$ cat config.mk
export PLATFORM = sky130hd
export DESIGN_NAME = sync_nstage_filt_flat
export DESIGN_NICKNAME = d
export VERILOG_FILES = /design/src/rtl/sync_pkg.sv /design/src/rtl/sync_nstage_filt_if.sv /design/src/rtl/sync_bit_filt.sv /design/src/rtl/sync_nstage_filt.sv /design/src/flat_wrapper.sv
export SDC_FILE = /design/constraint.sdc
export NUM_CORES = 1
export LEC_CHECK = 0
export CAP_MARGIN = 20
export CORE_AREA = 2 2 39 41
export DETAILED_ROUTE_END_ITERATION = 8
export DIE_AREA = 0 0 41 43
export PLACE_DENSITY = 0.35
export SETUP_SLACK_MARGIN = 0.02
export SLEW_MARGIN = 20
export SYNTH_ARGS = -nofsm -noshare
export SYNTH_HDL_FRONTEND = slang
export SYNTH_SLANG_ARGS = --single-unit
$ cat constraint.sdc
create_clock -name clk -period 0.8 [get_ports clk]
set_input_delay 0.16 -clock clk [delete_from_list [all_inputs] [get_ports clk]]
set_output_delay 0.16 -clock clk [all_outputs]
set_load 0.02 [all_outputs]
$ cat src/rtl/sync_pkg.sv
// Shared limits and helpers for the multi-stage synchroniser/filter family.
// Contents: parameter limits and a constant-function clog2 that never returns 0.
package sync_pkg;

  localparam int unsigned WIDTH_MAX    = 32;
  localparam int unsigned STAGES_MIN   = 2;
  localparam int unsigned STAGES_MAX   = 4;
  localparam int unsigned FILT_CNT_MAX = 255;

  // ceil(log2(val)), at least 1 so a zero-length filter still has a legal counter vector.
  function automatic int unsigned clog2_min1(input int unsigned val);
    int unsigned r;
    r = 1;
    while ((64'd1 << r) < 64'(val)) begin
      r = r + 1;
    end
    return r;
  endfunction

endpackage

$ cat src/rtl/sync_nstage_filt_if.sv
// Channel bundle for sync_nstage_filt.
//   data_in  : asynchronous level inputs (driven by master)
//   data_out : synchronised, filtered levels
//   rise     : one-cycle 0->1 pulse per channel
//   fall     : one-cycle 1->0 pulse per channel
//   chg      : any rise or fall this cycle
interface sync_nstage_filt_if #(
  parameter int unsigned WIDTH = 1
);
  logic [WIDTH-1:0] data_in;
  logic [WIDTH-1:0] data_out;
  logic [WIDTH-1:0] rise;
  logic [WIDTH-1:0] fall;
  logic             chg;

  modport master (output data_in, input data_out, input rise, input fall, input chg);
  modport slave  (input data_in, output data_out, output rise, output fall, output chg);
endinterface

$ cat src/rtl/sync_bit_filt.sv
// One channel: STAGES-deep synchroniser chain, stability counter, filtered level and
// registered edge pulses.
//   clk, rst_n : clock, synchronous active-low reset
//   data_in    : asynchronous level
//   data_out   : filtered level (filt register)
//   rise, fall : one-cycle pulses coincident with the first cycle data_out shows the new level
module sync_bit_filt
  import sync_pkg::*;
#(
  parameter int unsigned STAGES   = 2,
  parameter int unsigned FILT_CNT = 0,
  parameter logic        RST_VAL  = 1'b0
) (
  input  logic clk,
  input  logic rst_n,
  input  logic data_in,
  output logic data_out,
  output logic rise,
  output logic fall
);

  localparam int unsigned CntW = clog2_min1(FILT_CNT + 1);
  localparam logic [CntW-1:0] CntMax = CntW'(FILT_CNT);

  logic [STAGES-1:0] stage_q;
  logic [CntW-1:0]   cnt_q;
  logic              filt_q;
  logic              rise_q;
  logic              fall_q;
  logic              s;

  assign s = stage_q[STAGES-1];

  always_ff @(posedge clk) begin
    if (!rst_n) begin
      stage_q <= {STAGES{RST_VAL}};
      cnt_q   <= '0;
      filt_q  <= RST_VAL;
      rise_q  <= 1'b0;
      fall_q  <= 1'b0;
    end else begin
      stage_q <= {stage_q[STAGES-2:0], data_in};
      rise_q  <= 1'b0;
      fall_q  <= 1'b0;
      if (s == filt_q) begin
        // Any return to the current level discards the partial count.
        cnt_q <= '0;
      end else if (cnt_q == CntMax) begin
        filt_q <= s;
        cnt_q  <= '0;
        rise_q <= s;
        fall_q <= ~s;
      end else begin
        cnt_q <= cnt_q + CntW'(1);
      end
    end
  end

  assign data_out = filt_q;
  assign rise     = rise_q;
  assign fall     = fall_q;

endmodule

$ cat src/rtl/sync_nstage_filt.sv
// WIDTH independent synchroniser/glitch-filter channels with edge pulses.
//   clk, rst_n : clock, synchronous active-low reset
//   bus        : slave side of sync_nstage_filt_if (data_in in; data_out/rise/fall/chg out)
// All outputs come straight from registers; chg is an OR of registered pulses.
module sync_nstage_filt
  import sync_pkg::*;
#(
  parameter int unsigned      WIDTH    = 1,
  parameter int unsigned      STAGES   = 2,
  parameter int unsigned      FILT_CNT = 0,
  parameter logic [WIDTH-1:0] RST_VAL  = '0
) (
  input  logic                clk,
  input  logic                rst_n,
  sync_nstage_filt_if.slave   bus
);

  if (WIDTH < 1 || WIDTH > WIDTH_MAX) begin : g_bad_width
    $error("sync_nstage_filt: WIDTH %0d out of range 1..%0d", WIDTH, WIDTH_MAX);
  end
  if (STAGES < STAGES_MIN || STAGES > STAGES_MAX) begin : g_bad_stages
    $error("sync_nstage_filt: STAGES %0d out of range %0d..%0d", STAGES, STAGES_MIN,
           STAGES_MAX);
  end
  if (FILT_CNT > FILT_CNT_MAX) begin : g_bad_filt
    $error("sync_nstage_filt: FILT_CNT %0d exceeds %0d", FILT_CNT, FILT_CNT_MAX);
  end

  for (genvar i = 0; i < int'(WIDTH); i++) begin : g_ch
    sync_bit_filt #(
      .STAGES   (STAGES),
      .FILT_CNT (FILT_CNT),
      .RST_VAL  (RST_VAL[i])
    ) u_bit (
      .clk      (clk),
      .rst_n    (rst_n),
      .data_in  (bus.data_in[i]),
      .data_out (bus.data_out[i]),
      .rise     (bus.rise[i]),
      .fall     (bus.fall[i])
    );
  end

  assign bus.chg = |(bus.rise | bus.fall);

endmodule

$ cat src/flat_wrapper.sv
// flat-port wrapper written by rule: the top's interface ports become plain ports
module sync_nstage_filt_flat import sync_pkg::*;
#(
  parameter int unsigned      WIDTH    = 1,
  parameter int unsigned      STAGES   = 2,
  parameter int unsigned      FILT_CNT = 0,
  parameter logic [WIDTH-1:0] RST_VAL  = '0
)
  (clk, rst_n, bus_data_in, bus_data_out, bus_rise, bus_fall, bus_chg);
  sync_nstage_filt_if #(.WIDTH(WIDTH)) bus_i ();
  input  logic clk;
  input  logic rst_n;
  input wire logic [$bits(bus_i.data_in)-1:0] bus_data_in;
  output wire logic [$bits(bus_i.data_out)-1:0] bus_data_out;
  output wire logic [$bits(bus_i.rise)-1:0] bus_rise;
  output wire logic [$bits(bus_i.fall)-1:0] bus_fall;
  output wire logic [$bits(bus_i.chg)-1:0] bus_chg;
  assign bus_i.data_in = bus_data_in;
  assign bus_data_out = bus_i.data_out;
  assign bus_rise = bus_i.rise;
  assign bus_fall = bus_i.fall;
  assign bus_chg = bus_i.chg;
  sync_nstage_filt #(.WIDTH(WIDTH), .STAGES(STAGES), .FILT_CNT(FILT_CNT), .RST_VAL(RST_VAL)) u_core (.clk(clk), .rst_n(rst_n), .bus(bus_i));
endmodule
==> impl_results.md, run 1 <==
- Status: finished with violations
- Failing checks: setup timing
- Congestion Overflow GR: 0
- Final Max Tran Viols: 0
- Clock transition at path regs: approximately 40 ps
- Area post-placement: 277 um^2
- GR Util All Layers: around 4.2%
- Layout cells sized above 1: 50.0%
- Net Count, Synth: 17
- Chip width: 41 um
- Hold EP: u_core.g_ch[0].u_bit.stage_q[1]$_SDFF_PN0_
- # IOs: 7
- Critical path type: reg -> out
- Async SR Flop Fraction: 0%
- Final setup vio count: 4
- Crit. End Element: output pin
- CTS tree: done
- R2R cell count: 2
- Post-Layout Cell Count: 40
- Routed wire length per instance: 6.55 um
- CTS Hold Buffers Added: 0
- Fin crit share: 133%
- Post-synth top cells: dfxtp_1 (6), and2_1 (2), and4bb_2 (2)
- Synth top area cells: dfxtp_1 (65%), and4bb_2 (14%), and2_1 (6.8%)
- TritonCTS Buffers: 3
- CTS max path bufs: 2
- Net total in the final layout: 29
- Setup TNS: -604 ps
- Worst path max stage delay: roughly 300 ps
- Synthesized flop and latch total: 6
- Clock Sink Count: 6
- Starting Density: roughly an eighth
- Synth top area share: between 60% and 70%
- # diodes: 0
- Largest net degree at the start of global routing: 6
- Layout area overhead: 66.0%
- Post-synthesis cell type count: 7
- Max Cap Violations: 0
- Post-route setup slack: -266 ps
- Ys flop type: dfxtp_1
- Crit start category: register
- Number of global-route vias before repair: about 130
- Largest area contributor in the netlist: dfxtp_1
- Final Hold Vio Count: 0
- Worst R2R Start: u_core.g_ch[0].u_bit.data_out$_SDFFE_PN0P_
- Clock H-tree levels: 1
- Most common cell in the synthesized netlist: dfxtp_1
- Worst Hold Class: reg -> reg
- Placed cells: 37
- Seq/Total Area, Yosys: 65.3%
- Root buf cell: clkbuf_4
- 1st-pass router iterations: 2
- Drc violations: 0
- RSZ-0062 raised after global routing: true
- Syn. warnings: 0
- Final Cell Area: between 300 and 400 um^2
- EDFF count, synth: 0
- First-pass GRT wire length: between 400 and 500 um
- # port buffers: 6
- Post-Synthesis Cell Area: between 150 and 200 um^2
- Average size of a mapped cell: between 10 and 15 um^2
- # rows: 14
- CP Max Fanout: 2
- GPL Wtd Cong: between 0.5 and 0.6
- Post-route ant nets: 0
- Synth Instances: 14
- Clock Skews: 1.94 ps
- Clk_lat worst skew: between 200 and 250 ps
- Final core occ: ~22%
- Initial antenna violation count: 0
- Crit path cell chain: or2_4, buf_6
- Hold Startpoint: u_core.g_ch[0].u_bit.stage_q[0]$_SDFF_PN0_
- CP Data Required Time: ~640 ps
- Fmax: about 0.94 GHz
- WP data arrival: 910 ps
- Via count: between 100 and 150
- FF-to-FF End: u_core.g_ch[0].u_bit.rise$_SDFF_PP0_
- Slowest stage cell, crit path: dfxtp_1
- Die area: ~1800 um^2
- Reg2reg setup slack: approximately 40 ps
- Worst Hold Depth: 1
- Core Footprint: 1380 um^2
- Final wirelength: ~260 um
- Tmin final: about 1100 ps
- 1st-iter DRT viols: 6
- Leakage: 0.133 nW
- Pwr/cell area: 2050 nW/um^2
- Die Y: about 43 um
- Pre-CTS setup slack: -419 ps
- Vias per cell: 3.33
- Peak supply drop: between 0.7 and 0.8 mV
[stage by stage]
stage	hold WS [ps]	power, mW
floorplan	282	0.336
global placement	419	0.357
detailed placement	428	0.358
CTS	440	0.638
global route	451	0.661
finish	433	0.626
[where the power goes]
part           internal, mW  leakage (nW)  switching, mW  total, mW
Combinational        0.0258        0.0689         0.0121     0.0379
Sequential            0.311        0.0502        0.00559      0.316
Clock                 0.169        0.0138          0.102      0.271
Total                 0.506         0.133          0.120      0.626
[worst max-delay path, delay by kind of cell (launching register included)]
family	cells	cell delay, ps
DFF	1	300
and+or+nand+nor	1	240
buffers and inverters	1	130
[placed cells by master (no fill, tap or decap)]
cell	synthesis	final
and2_1	2	2
and4bb_2	2	2
buf_6	0	4
clkbuf_4	0	3
clkdlybuf4s50_1	0	2
conb_1	1	1
dfxtp_1	6	4
dfxtp_2	0	2
dlygate4sd2_1	0	1
mux2i_1	1	1
nor2b_1	1	1
or2_4	0	1
[sequential cells by signal (all words and copies together) (netlist names)]
| signal | count |
|---|---|
| u_core.g_ch.u_bit.data_out | 1 |
| u_core.g_ch.u_bit.rise | 1 |
| u_core.g_ch.u_bit.cnt_q | 1 |
| u_core.g_ch.u_bit.fall | 1 |
| u_core.g_ch.u_bit.stage_q | 2 |
[layout make-up]
| class | instances | area, um^2 |
|---|---|---|
| Clock buffer | 3 | 22.5 |
| Timing Repair Buffer | 7 | 73.8 |
| Tap cell | 16 | 20.0 |
| Fill cell | 154 | 1080 |
| Sequential cell | 6 | 123 |
| Multi-Input combinational cell | 8 | 66.3 |
[kinds of logic after synthesis]
group / after synthesis / share of synthesized area (%)
AND/OR/NAND/NOR: 6 / 27.2
multiplexers: 1 / 5.44
other: 1 / 2.04
flip-flops: 6 / 65.3
[per-layer routing]
layer | wire [um] | track usage [%]
met1 | 87 | 4.52
met2 | 116 | 5.00
met3 | 59 | 6.28
met4 | 0 | 0
met5 | 0 | 0
[worst max path at each step]
stage                    to                            startpoint  cells past startpoint  slack [ps]
global placement    bus_chg  u_core.g_ch[0].u_bit.rise$_SDFF_PP0_                      2        -410
detailed placement  bus_chg  u_core.g_ch[0].u_bit.rise$_SDFF_PP0_                      2        -420
floorplan           bus_chg  u_core.g_ch[0].u_bit.fall$_SDFF_PP0_                      1          10
finish              bus_chg  u_core.g_ch[0].u_bit.fall$_SDFF_PP0_                      2        -270
CTS                 bus_chg  u_core.g_ch[0].u_bit.fall$_SDFF_PP0_                      2        -270
global route        bus_chg  u_core.g_ch[0].u_bit.fall$_SDFF_PP0_                      2        -300
[repair_timing]
action | 4_1_cts | 5_1_grt
pin swaps | 1 | 1
setup endpoints to repair | 4 | 7
buffers inserted | 0 | 0
gates resized for setup | 19 | 1
Note: power is estimated with default switching activity, not from simulation.
==> inputs of run 2 (changes only) <==
Settings changed: PLACE_DENSITY 0.35 to 0.32.
==> run 2 against run 1 <==
- the flow still finishes with violations (setup timing)
- sequential cell count is the same
- routed wire length shrank 2.3%
- final area grew 3.7%
- register-to-register slack is essentially flat
- sequential share of layout area shrank 1.0 points
- sequential power is essentially flat
- critical endpoint unchanged
- largest cell class unchanged
- largest power group unchanged
==> impl_results.md, run 2 (synthesized netlist as in run 1, its figures left out) <==
- Switching share of total power: a little under a fifth
- CP Max Fanout: 2
- # port buffers: 6
- Worst Hold Class: reg -> reg
- CP Data Required Time: between 600 and 700 ps
- Routed wire length per instance: ~6.2 um
- Tmin final: about 1100 ps
- # diodes: 0
- Via count: roughly 140
- Final setup vio count: 4
- Post-route ant nets: 0
- Clock Skews: around 3.6 ps
- Worst path max stage delay: around 310 ps
- Core Footprint: 1380 um^2
- Placed cells: 37
- Final Hold Vio Count: 0
- Chip width: roughly 41 um
- Pwr/cell area: 1980 nW/um^2
- Clock transition at path regs: approximately 40 ps
- Most frequent cells in the layout: buf_6 (5), clkbuf_4 (3), dfxtp_1 (3), dfxtp_2 (3)
- Reg area: around 120 um^2
- Clk network pwr share: 43.3%
- Clock Sink Count: 6
- Critical path type: reg -> out
- Fin Hold WS: 430 ps
- Register share of total power: approximately half
- Number of global-route vias before repair: 130
- Setup TNS: -519 ps
- Crit start category: register
- Comb power frac: 6.2%
- Vias per cell: 3.32
- 1st-pass router iterations: 2
- # IOs: 7
- GPL Wtd Cong: roughly 0.66
- TritonCTS Buffers: 3
- Starting Density: around an eighth
- Initial antenna violation count: 0
- Filler cell count: between 100 and 150
- Layout cells sized above 1: around 60%
- GR peak layer: met3
- Layout area overhead: 72.1%
- NetSw: roughly 0.12 mW
- Internal power: approximately 0.5 mW
- Largest register by flop count: u_core.g_ch.u_bit.stage_q
- First-pass GRT wire length: 441 um
- CTS max path bufs: 2
- Crit. End Element: output pin
- Largest net degree at the start of global routing: 6
- Net total in the final layout: 30
- Post-Layout Cell Count: just over 40
- Final wirelength: 256 um
- GR Util All Layers: under 10%
- Max Cap Violations: 0
- Fin crit share: 135%
- RSZ-0062 raised after global routing: true
- Slowest stage cell, crit path: dfxtp_2
- Post-route setup slack: -276 ps
- Failing checks: setup timing
- Grt met3 use: 7.85%
- Clk_lat worst skew: between 200 and 250 ps
- CTS Hold Buffers Added: 0
- Drc violations: 0
- Fmax: 0.929 GHz
- # rows: 14
- Clock H-tree levels: 1
- CTS tree: done
- Final core occ: 22.9%
- Leakage: about 0.14 nW
- Die area: approximately 1800 um^2
- Final Max Tran Viols: 0
- 1st-iter DRT viols: 1
- Status: finished with violations
- Met2 Resource Use GR: roughly 5.3%
- Crit path cell chain: or2_4, buf_6
- WP data arrival: 920 ps
- Congestion Overflow GR: 0
- Root buf cell: clkbuf_4
- Grt met1 use: about 3.2%
- Max FFs per register: 2
- Die Y: roughly 43 um
- Peak supply drop: roughly 0.83 mV
- Commonest non-fill, non-tap cell in the layout: buf_6
- Multi-input gate area: 66.3 um^2
[run 2: per-stage QoR]
stage | power, mW | cell area [um^2] | worst slack (ps)
2_1_floorplan | 0.336 | 189 | 12.5
3_3_place_gp | 0.357 | 277 | -413
3_5_place_dp | 0.357 | 277 | -417
4_1_cts | 0.636 | 302 | -280
5_1_grt | 0.669 | 317 | -301
6_report | 0.626 | 317 | -276
[run 2: final timing paths]
path                                                                 start                                         end  slack (ps)  cells after the start
worst max-delay path                  u_core.g_ch[0].u_bit.fall$_SDFF_PP0_                                     bus_chg        -280                      2
worst min-delay path            u_core.g_ch[0].u_bit.stage_q[0]$_SDFF_PN0_  u_core.g_ch[0].u_bit.stage_q[1]$_SDFF_PN0_         430                      1
worst max register to register  u_core.g_ch[0].u_bit.data_out$_SDFFE_PN0P_        u_core.g_ch[0].u_bit.rise$_SDFF_PP0_          40                      2
worst min register to register  u_core.g_ch[0].u_bit.stage_q[0]$_SDFF_PN0_  u_core.g_ch[0].u_bit.stage_q[1]$_SDFF_PN0_         430                      1
[run 2: power groups by stage]
stage                     Combinational, mW  Clock [mW]  Sequential [mW]
after floorplan                      0.0125           0            0.323
after global placement               0.0369           0            0.320
after detailed placement             0.0368           0            0.321
after CTS                            0.0376       0.283            0.316
after global routing                 0.0425       0.310            0.316
final                                0.0387       0.271            0.316
[run 2: cell type report]
class / count / area share [%]
flip-flops and latches: 6 / 39.1
repair buffers: 8 / 26.5
well taps: 16 / 6.32
clock buffers: 3 / 7.11
multi-input cells: 8 / 20.9
[run 2: what timing repair did]
item	4_1_cts	5_1_grt
pin swaps	1	1
resized for setup	19	7
endpoints found under the hold margin	0	0
setup buffers	0	1
endpoints found under the setup margin	4	6
[run 2: metal layers]
metal | wire [um] | part of all wire (%)
met1 | 103 | 40
met5 | 0 | 0
met3 | 44 | 17
met4 | 0 | 0
met2 | 108 | 42
[run 2: critical path: cells and delay by family, from the launching register on]
family	cells	cell delay (ps)
DFF	1	310
and+or+nand+nor	1	240
buffers and inverters	1	130
==> inputs of run 3 (changes only) <==
Settings changed: REMOVE_ABC_BUFFERS from default to 1.
==> run 3 against run 2 <==
- the flow still finishes with violations (setup timing)
- via count is 2.9% lower
- register-to-register slack about the same
- sequential power about the same
- first-iteration DRC count increased to 3.0 times the previous value
- sequential share of layout area rose by 0.79 points
==> impl_results.md, run 3 (synthesized netlist as in run 1, its figures left out) <==
- Status: finished with violations
- Failing checks: setup timing
- Crit path launch: u_core.g_ch[0].u_bit.fall$_SDFF_PP0_
- Placed cells: 37
- Post-route ant nets: 0
- R2R cell count: 2
- Delay-heaviest family, CP: flip-flops
- Vias per cell: between 3 and 4
- Post-DP HPWL: a little over 200 um
- Area post-placement: 272 um^2
- Chip width: approximately 41 um
- Routed wire length per instance: about 7 um
- Crit start category: register
- CTS tree: done
- Largest net degree at the start of global routing: 6
- GPL Wtd Cong: around 0.69
- Clock Sink Count: 6
- Clk_lat worst skew: 240 ps
- GR Util All Layers: under 10%
- Reg2reg setup slack: approximately 50 ps
- Critical Path Sink: bus_chg
- Final Cell Area: between 300 and 400 um^2
- Net total in the final layout: 29
- # rows: 14
- Final Max Tran Viols: 0
- Most frequent cells in the layout: dfxtp_1 (5), buf_6 (4), clkbuf_4 (3)
- Crit path cell chain: or2_4, buf_6
- Fin crit share: 134%
- CP Data Required Time: approximately 640 ps
- 1st-iter DRT viols: 3
- Critical path type: reg -> out
- Layout cells sized above 1: 45.8%
- WP data arrival: approximately 910 ps
- Post-CTS sizing: 21
- Worst Hold Class: reg -> reg
- CP Max Fanout: 2
- Crit. End Element: output pin
- Levels on crit path: 2
- Largest register by flop count: u_core.g_ch.u_bit.stage_q
- Core Footprint: between 1000 and 1500 um^2
- Number of global-route vias before repair: 145
- Starting Density: a little over an eighth
- CP bufs+invs: 1
- Post-route setup slack: -270 ps
- # IOs: 7
- Congestion Overflow GR: 0
- Post-Layout Cell Count: 40
- Max FFs per register: 2
- # port buffers: 6
- Leakage: about 0.13 nW
- Clock H-tree levels: 1
- CTS Hold Buffers Added: 0
- Final Hold Vio Count: 0
- Commonest non-fill, non-tap cell in the layout: dfxtp_1
- Layout area overhead: 65.3%
- Fmax: approximately 0.93 GHz
- FF-to-FF End: u_core.g_ch[0].u_bit.fall$_SDFF_PP0_
- Tmin final: 1070 ps
- Initial antenna violation count: 0
- Post-CTS Setup Repair Bufs: 0
- Slowest stage cell, crit path: dfxtp_1
- Die area: around 1800 um^2
- Fin Hold WS: 430 ps
- Final setup vio count: 4
- 1st-pass router iterations: 2
- Drc violations: 0
- Final core occ: about 22%
- Via count: between 100 and 150
- Clock Skews: around 1.2 ps
- First-pass GRT wire length: ~520 um
- RSZ-0062 raised after global routing: true
- Root buf cell: clkbuf_4
- Final wirelength: 280 um
- TritonCTS Buffers: 3
- Worst R2R Start: u_core.g_ch[0].u_bit.data_out$_SDFFE_PN0P_
- # diodes: 0
- Die Y: approximately 43 um
- Peak supply drop: approximately 0.63 mV
- Worst path max stage delay: approximately 300 ps
- Clock transition at path regs: approximately 40 ps
- CTS max path bufs: 2
- Max Cap Violations: 0
- Pwr/cell area: between 2000 and 2500 nW/um^2
-- run 3: layout make-up --
cell class	count	area, um^2
Fill cell	155	1080
Sequential cell	6	121
Timing Repair Buffer	7	73.8
Multi-Input combinational cell	8	66.3
Clock buffer	3	22.5
Tap cell	16	20.0
-- run 3: worst min-delay path by stage --
stage	from	to	slack, ps	cells past startpoint
6_report	u_core.g_ch[0].u_bit.stage_q[0]$_SDFF_PN0_	u_core.g_ch[0].u_bit.stage_q[1]$_SDFF_PN0_	430	1
5_1_grt	u_core.g_ch[0].u_bit.stage_q[0]$_SDFF_PN0_	u_core.g_ch[0].u_bit.stage_q[1]$_SDFF_PN0_	450	1
3_3_place_gp	u_core.g_ch[0].u_bit.stage_q[0]$_SDFF_PN0_	u_core.g_ch[0].u_bit.stage_q[1]$_SDFF_PN0_	420	1
4_1_cts	u_core.g_ch[0].u_bit.stage_q[0]$_SDFF_PN0_	u_core.g_ch[0].u_bit.stage_q[1]$_SDFF_PN0_	430	1
2_1_floorplan	rst_n	u_core.g_ch[0].u_bit.stage_q[0]$_SDFF_PN0_	280	1
3_5_place_dp	u_core.g_ch[0].u_bit.stage_q[0]$_SDFF_PN0_	u_core.g_ch[0].u_bit.stage_q[1]$_SDFF_PN0_	420	1
-- run 3: where the power goes --
group | internal, mW | leakage [nW] | switching, mW
clock network | 0.169 | 0.0138 | 0.103
registers | 0.310 | 0.0497 | 0.00544
logic | 0.0258 | 0.0688 | 0.0120
total | 0.505 | 0.132 | 0.120
-- run 3: stage by stage --
step | setup TNS, ps | power [mW] | setup WS (ps)
3_5_place_dp | -1910 | 0.356 | -464
2_1_floorplan | -77.8 | 0.334 | -77.8
6_report | -632 | 0.625 | -270
5_1_grt | -775 | 0.661 | -299
3_3_place_gp | -1870 | 0.356 | -456
4_1_cts | -668 | 0.643 | -280
-- run 3: worst register-to-register path, cell delays in order (launching register included) --
cell,delay [ps]
dfxtp_2,320
buf_6,110
and4bb_2,210
-- run 3: routing by layer --
layer	routed length (um)	part of all wire, %	vias to the layer above	global-route usage, %
met2	125	45	6	6.25
met1	122	44	60	4.21
met4	0	0	0	4.00
met3	32	11	0	4.71
met5	0	0	-	0
li1	-	-	66	-
==> RTL change (settings of run 3) <==
`STAGES` is set to 2 in 3 places; all go to 4.
--- a/src/rtl/sync_bit_filt.sv
+++ b/src/rtl/sync_bit_filt.sv
@@ -7,7 +7,7 @@
 module sync_bit_filt
   import sync_pkg::*;
 #(
-  parameter int unsigned STAGES   = 2,
+  parameter int unsigned STAGES   = 4,
   parameter int unsigned FILT_CNT = 0,
   parameter logic        RST_VAL  = 1'b0
 ) (
--- a/src/rtl/sync_nstage_filt.sv
+++ b/src/rtl/sync_nstage_filt.sv
@@ -6,7 +6,7 @@
   import sync_pkg::*;
 #(
   parameter int unsigned      WIDTH    = 1,
-  parameter int unsigned      STAGES   = 2,
+  parameter int unsigned      STAGES   = 4,
   parameter int unsigned      FILT_CNT = 0,
   parameter logic [WIDTH-1:0] RST_VAL  = '0
 ) (
--- a/src/flat_wrapper.sv
+++ b/src/flat_wrapper.sv
@@ -2,7 +2,7 @@
 module sync_nstage_filt_flat import sync_pkg::*;
 #(
   parameter int unsigned      WIDTH    = 1,
-  parameter int unsigned      STAGES   = 2,
+  parameter int unsigned      STAGES   = 4,
   parameter int unsigned      FILT_CNT = 0,
   parameter logic [WIDTH-1:0] RST_VAL  = '0
 )
Formal check against the unedited RTL: not equivalent (Yosys sat finds a counterexample within 4 cycles, from zero or initial values and one cycle with rst_n low).
==> RTL change against run 3 <==
  * The flow still finishes with violations (setup timing)
  * Design area up 17%
  * Wire length up 28%
  * Sequential cell count up 2
  * Synthesized area up 29%
  * Total power up 19%
  * Setup slack worse by 0.012 ns
  * Sequential share of layout area up 5.7 points
  * Non-clock buffer count unchanged
  * Die area unchanged
  * Synthesized cell count up 29%
  * Critical path type unchanged
  * Largest cell class unchanged
  * Largest power group unchanged
==> RTL change: results (changes against run 3) <==
grt met1 use 2.58% (was 4.21%); sequential fraction of the synthesis area 67.7% (was 65.3%); status finished, violations left (unchanged); mux cell area share after synthesis 4.23% (was 5.44%); fin nets 33 (was 29); VDD IR max 0.000713 V (was 0.000627 V); number of global-route vias before repair 139 (was 145); layout cell share with drive strength beyond 1 42.9% (was 45.8%); largest net degree at the start of global routing 8 (was 6); failing checks setup timing (unchanged); initial drt markers 0 (was 3); hold depth 2 (was 1); first-pass GRT wire length 476 um (was 517 um); most frequent cells after synthesis dfxtp_1, and2_1, and4bb_2 (unchanged); Hold Crit Class input port to flop (was flop to flop); post-route worst setup slack -0.282 ns (was -0.270 ns); max reg flops 4 (was 2); Hold Path Sink u_core.g_ch[0].u_bit.stage_q[2]$_SDFF_PN0_ (was u_core.g_ch[0].u_bit.stage_q[1]$_SDFF_PN0_); WL/cell 8.14 um (was 7.00 um); First-pass DRT Iterations 1 (was 2); setup bufs post-CTS 0 (unchanged); Sum Neg Setup Slack -0.656 ns (was -0.632 ns); final setup fails 4 (unchanged); placed cell area 324 um^2 (was 272 um^2); HP Start rst_n (was u_core.g_ch[0].u_bit.stage_q[0]$_SDFF_PN0_); Leakage Power 0.156 nW (was 0.132 nW); Final Skew 0.00141 ns (was 0.00115 ns)
-- RTL change: cell count changes in the layout (fill, tap and decap cells not counted) --
cell	delta
and2_1	+2
clkdlybuf4s50_1	-1
dfxtp_1	+1
dfxtp_2	+1
dlygate4sd2_1	+1
-- RTL change: logic make-up (layout without fill, tap and decap cells) --
family	after synthesis	after routing
muxes	1	1
and+or+nand+nor	8	8
other	1	1
DFF	8	8
buffers and inverters	0	10
-- RTL change: metal layers --
metal | vias to the layer above | share of wire (%) | wire (um)
li1 | 79 | - | -
met1 | 74 | 41 | 145
met2 | 9 | 48 | 173
met3 | 2 | 9.2 | 33
met4 | 0 | 1.7 | 6
met5 | - | 0 | 0
-- RTL change: worst max path at each step --
| stage | cells past startpoint | end | start | slack [ns] |
|---|---|---|---|---|
| after detailed placement | 2 | bus_chg | u_core.g_ch[0].u_bit.fall$_SDFF_PP0_ | -0.46 |
| after global placement | 2 | bus_chg | u_core.g_ch[0].u_bit.fall$_SDFF_PP0_ | -0.46 |
| final | 2 | bus_chg | u_core.g_ch[0].u_bit.rise$_SDFF_PP0_ | -0.28 |
| after CTS | 2 | bus_chg | u_core.g_ch[0].u_bit.rise$_SDFF_PP0_ | -0.30 |
| after global routing | 2 | bus_chg | u_core.g_ch[0].u_bit.rise$_SDFF_PP0_ | -0.32 |
| after floorplan | 1 | bus_chg | u_core.g_ch[0].u_bit.fall$_SDFF_PP0_ | -0.08 |
-- RTL change: through the flow --
stage,instances,hold WS [ns],setup WS (ns)
3_5_place_dp,41,0.420,-0.463
6_report,44,0.381,-0.282
5_1_grt,44,0.398,-0.318
2_1_floorplan,18,0.282,-0.0778
3_3_place_gp,41,0.417,-0.455
4_1_cts,44,0.384,-0.296
-- RTL change: repair_timing --
item,CTS,global route
pin swaps,1,0
resized for setup,24,0
endpoints found under the setup margin,6,4
-- RTL change: cell type report --
class / instances / area [um^2]
Tap cell: 16 / 20.0
Sequential cell: 8 / 163
Fill cell: 154 / 1030
Timing Repair Buffer: 7 / 72.6
Clock buffer: 3 / 22.5
Multi-Input combinational cell: 10 / 78.8
-- RTL change: report_power, final --
group          switching (mW)  leakage (nW)  total [mW]  internal (mW)
combinational         0.00846        0.0759      0.0251         0.0167
clock                   0.132        0.0138       0.303          0.171
sequential            0.00417        0.0664       0.413          0.409
total                   0.144         0.156       0.742          0.597
-- RTL change: worst register-to-register path, delay by kind of cell (launching register included) --
family,cells,cell delay [ns]
flops,1,0.33
simple gates,1,0.21
buf+inv,1,0.11
